### src/rtl/grf_sb.sv
// grf_sb: general-purpose register file with NUM_RD combinational read ports,
// one write port, and a per-register busy scoreboard for the hazard unit.
// Register 0 is hardwired to zero and is never busy.
// Optional macro GRF_BYPASS_EN forwards same-cycle write data to matching reads.
module grf_sb #(
   parameter int DATA_W = 32,
   parameter int ADDR_W = 5,
   parameter int NUM_RD = 2
) (
   input  logic                     clk,
   input  logic                     reset,
   input  logic [NUM_RD*ADDR_W-1:0] raddr,
   output logic [NUM_RD*DATA_W-1:0] rdata,
   output logic [NUM_RD-1:0]        rbusy,
   input  logic                     we,
   input  logic [ADDR_W-1:0]        waddr,
   input  logic [DATA_W-1:0]        wdata,
   input  logic                     iss_valid,
   input  logic [ADDR_W-1:0]        iss_addr,
   output logic [ADDR_W:0]          busy_cnt
);

   localparam int DEPTH = 2 ** ADDR_W;

   logic [DATA_W-1:0] mem [DEPTH];
   logic [DEPTH-1:0]  busy;

   logic wr_en;
   logic iss_en;
   logic set_new;
   logic clr;

   // Qualify writes/issues (register 0 drops both) and classify the counter change.
   always_comb begin
      wr_en   = we && (waddr != '0);
      iss_en  = iss_valid && (iss_addr != '0);
      // Only a 0->1 transition grows the population.
      set_new = iss_en && !busy[iss_addr];
      // A same-register issue overrides the clear: the new producer wins.
      clr     = wr_en && busy[waddr] && !(iss_en && (iss_addr == waddr));
   end

   // Storage, busy bits and busy count; synchronous reset overrides all activity.
   always_ff @(posedge clk) begin
      if (reset) begin
         for (int i = 0; i < DEPTH; i++) begin
            mem[i] <= '0;
         end
         busy     <= '0;
         busy_cnt <= '0;
      end else begin
         if (wr_en) begin
            mem[waddr] <= wdata;
         end
         if (clr) begin
            busy[waddr] <= 1'b0;
         end
         if (iss_en) begin
            busy[iss_addr] <= 1'b1;
         end
         if (set_new && !clr) begin
            busy_cnt <= busy_cnt + (ADDR_W + 1)'(1);
         end else if (clr && !set_new) begin
            busy_cnt <= busy_cnt - (ADDR_W + 1)'(1);
         end
      end
   end

   // Combinational read ports; rbusy always reflects the registered busy bits.
   always_comb begin
      rdata = '0;
      rbusy = '0;
      for (int i = 0; i < NUM_RD; i++) begin
         rdata[i*DATA_W +: DATA_W] = mem[raddr[i*ADDR_W +: ADDR_W]];
`ifdef GRF_BYPASS_EN
         if (wr_en && (raddr[i*ADDR_W +: ADDR_W] == waddr)) begin
            rdata[i*DATA_W +: DATA_W] = wdata;
         end
`endif
         rbusy[i] = busy[raddr[i*ADDR_W +: ADDR_W]];
      end
   end

endmodule

### config.mk
export PLATFORM = sky130hd
export DESIGN_NAME = grf_sb
export DESIGN_NICKNAME = d
export VERILOG_FILES = /design/src/rtl/grf_sb.sv
export SDC_FILE = /design/constraint.sdc
export NUM_CORES = 2
export LEC_CHECK = 0
export CORE_UTILIZATION = 60
export DETAILED_ROUTE_END_ITERATION = 6
export PLACE_DENSITY_LB_ADDON = 0.1
export SYNTH_ARGS = -nofsm -noshare
export SYNTH_HDL_FRONTEND = slang
export SYNTH_SLANG_ARGS = --single-unit
export TNS_END_PERCENT = 5
### constraint.sdc
create_clock -name clk -period 7.1 [get_ports clk]
set_input_delay 2.13 -clock clk [delete_from_list [all_inputs] [get_ports clk]]
set_output_delay 2.13 -clock clk [all_outputs]
set_load 0.05 [all_outputs]
==> flow_metrics.tcl <==
set metrics [dict create \
    stdcell_count 5339 \
    antenna_left 0 \
    yosys_warnings 0 \
    fillers 6398 \
    p_leak_nw 22.4 \
    synth_common_cells "edfxtp_1 (1024), and2_1 (994), mux4_2 (400)" \
    cp-start-kind "primary input" \
    dp.cells 5129 \
    synth_xor_area_share_pct 0.124 \
    min_period_ns 6.79 \
    avgRoutedWirePerCell_um 35.8 \
    wl_um 191000 \
    synth-main-ff-cell "edfxtp_1" \
    synth_seq_cells 1062 \
    cts_resized 0 \
    clock_sinks 1062 \
    syn2layout_area_growth_pct 12.7 \
    swShare_pct 25.9 \
    clkSlewWorstSetupHoldPaths_ns 0.06 \
    combPwrFrac_pct 14.0 \
    worstPathArrival_ns 4.66 \
    clock_skew_ns 0.00896 \
    synthDominantCellAreaShare_pct 54.3 \
    die_w_um 309 \
    slew_headroom_pct 17.4 \
    setup_viol 0 \
    layout-drive-gt1-share_pct 21.8 \
    nets 4052 \
    hold_class "reg2reg" \
    p_per_area_nw_per_um2 242 \
    cts-hold-fix-buffers 0 \
    synth_edf_count 1024 \
    ios 128 \
    tightest_slew_ns 1.23 \
    synth_top_family_by_area "multiplexers" \
    required_ns 4.97 \
    ys_seq_area_share_pct 55.7 \
    htree_levels 3 \
    cts_buffers 112 \
    worstPathMaxFanout 18 \
    finalCritPeriodShare_pct 95.6 \
    syn_inst 3970 \
    finalPower_mw 15.5 \
    drc 0 \
    track_usage_pct 40.5 \
    initial_core_util_pct 60.7 \
    yosysMostFrequentCell "edfxtp_1" \
    postSynthAreaPerCell_sq_um 14.3 \
    clkPwrFrac_pct 38.2 \
    fmax_mhz 147 \
    synthAdderAreaFrac_pct 0.168 \
    synthMuxAreaShare_pct 21.0 \
    grt_max_degree 70 \
    cts_max_path_buffers 3 \
    vias 38709 \
    power_switching_mw 4.00 \
    dr.pass1.iters 6 \
    slew_viol_final 0 \
    coreArea_sq_um 93300 \
    dr.max_layer_used "met5" \
    synth_cell_type_count 53 \
    synth_area_leaders "edfxtp_1 (54%), mux4_2 (16%), and2_1 (11%), mux2i_1 (5.1%), a22oi_1 (4.4%)" \
    met1Wirelength_um 65700 \
    dp_hpwl_um 116000 \
    netlist_area_sq_um 56600 \
    synth_compound_area_share_pct 5.68 \
    rows 112 \
    root_buffer "clkbuf_16" \
    clk_latency_ns 0.71 \
    status "finished, final reports clean" \
    crit_type "in2out" \
    met2_wirelength_um 88100 \
    p_int_mw 11.5 \
    cts_tree "yes" \
    end_kind "output pin" \
    yosys.area_share.simple_pct 14.2 \
    grt_pass1_vias 39134 \
    die_area_sq_um 95600 \
    drtIter0Drc 6443 \
    sequentialPowerShare_pct 47.8 \
    wl_met3_um 25100 \
    antenna_found_initial 4 \
    ys_async_sr_fraction_pct 0 \
    final_core_util_pct 68.3 \
    rsz0062_at_grt "false" \
    cts_setup_buffers 0 \
    viasPerCell 7.25 \
    gp_congestion 0.901 \
    grt_remaining_overflow 0 \
    ir_drop_uv 195 \
    grt_pass1_wl_um 271000 \
    die_y_um 309 \
    portBuffers 127 \
    cap_viol_max_count 0 \
    fin_tns_setup_ns 0 \
    synth_top_area_cell "edfxtp_1" \
    finalHoldViolations 0 \
]
critical path, stage by stage:
cell and delay [ns]:
clkdlybuf4s50_1 0.74, and3_2 0.64, buf_4 0.47, a22oi_1 0.15, nand4_1 0.23, buf_4 0.25
stage by stage:
stage / area, sq um / setup slack (ns) / hold slack [ns]
finish: 63800 / 0.309 / 0.529
global route: 63800 / 0.329 / 0.554
detailed placement: 60100 / 0.427 / 0.514
floorplan: 56700 / 1.07 / 0.484
CTS: 63800 / 0.415 / 0.526
global placement: 60100 / 0.448 / 0.507
path summary, 6_finish.rpt:
check / cells after the start / slack, ns / start / to
max: 6 / 0.31 / raddr[9] / rdata[41]
max reg2reg: 13 / 3.50 / busy[19] / busy_cnt[5]
min: 1 / 0.53 / busy[0] / busy[0]
min reg2reg: 1 / 0.53 / busy[0] / busy[0]
placed cells by master, fill, tap and decap left out, types with 35 or more instances in the layout:
| cell type | synthesis | layout |
|---|---|---|
| dfxtp_1 | 38 | 38 |
| clkbuf_16 | 0 | 114 |
| clkdlybuf4s50_1 | 0 | 54 |
| nand3_1 | 73 | 73 |
| mux2i_1 | 287 | 287 |
| nor2b_1 | 39 | 35 |
| buf_12 | 0 | 83 |
| and2_1 | 994 | 992 |
| mux4_2 | 400 | 400 |
| nand4_1 | 66 | 66 |
| a21oi_1 | 98 | 98 |
| edfxtp_1 | 1024 | 1024 |
| a22oi_1 | 330 | 330 |
| buf_4 | 13 | 153 |
power groups by stage:
stage / Combinational (mW) / Clock (mW) / Sequential [mW]
detailed placement: 2.13 / 0 / 7.52
floorplan: 1.28 / 0 / 7.47
global route: 2.23 / 6.11 / 7.43
finish: 2.17 / 5.90 / 7.39
global placement: 2.10 / 0 / 7.47
CTS: 2.13 / 5.91 / 7.39
kinds of logic (layout without fill, tap and decap cells):
group / Yosys count / count (layout)
XOR/XNOR: 8 / 8
flip-flops: 1062 / 1062
adder cells (fa/ha/maj): 7 / 7
buffers and inverters: 424 / 504
other: 1 / 36
multiplexers: 687 / 687
AO/OA/AOI/OAI: 459 / 459
AND/OR/NAND/NOR: 1322 / 1322
registers in the layout, indices dropped and copies added, names as in the netlist:
| name | count |
|---|---|
| mem | 1024 |
| busy | 32 |
| busy_cnt | 6 |
final cells by class:
type / count / area, sq um / share of cell area, %
antenna: 4 / 10.0 / 0.0157
clock buffer: 139 / 2980 / 4.67
clock inverter: 67 / 652 / 1.02
inverter: 4 / 15.0 / 0.0235
multi-input combinational: 2515 / 23600 / 37.1
sequential: 1062 / 31500 / 49.4
tap: 1254 / 1570 / 2.46
timing repair buffer: 294 / 3410 / 5.35
metal layers:
| layer | global-route usage (%) | vias to the layer above |
|---|---|---|
| li1 | - | 15289 |
| met1 | 54.3 | 19619 |
| met2 | 62.0 | 3091 |
| met3 | 9.17 | 706 |
| met4 | 22.1 | 4 |
| met5 | 0 | - |
Power figures use the tool's default switching activity.
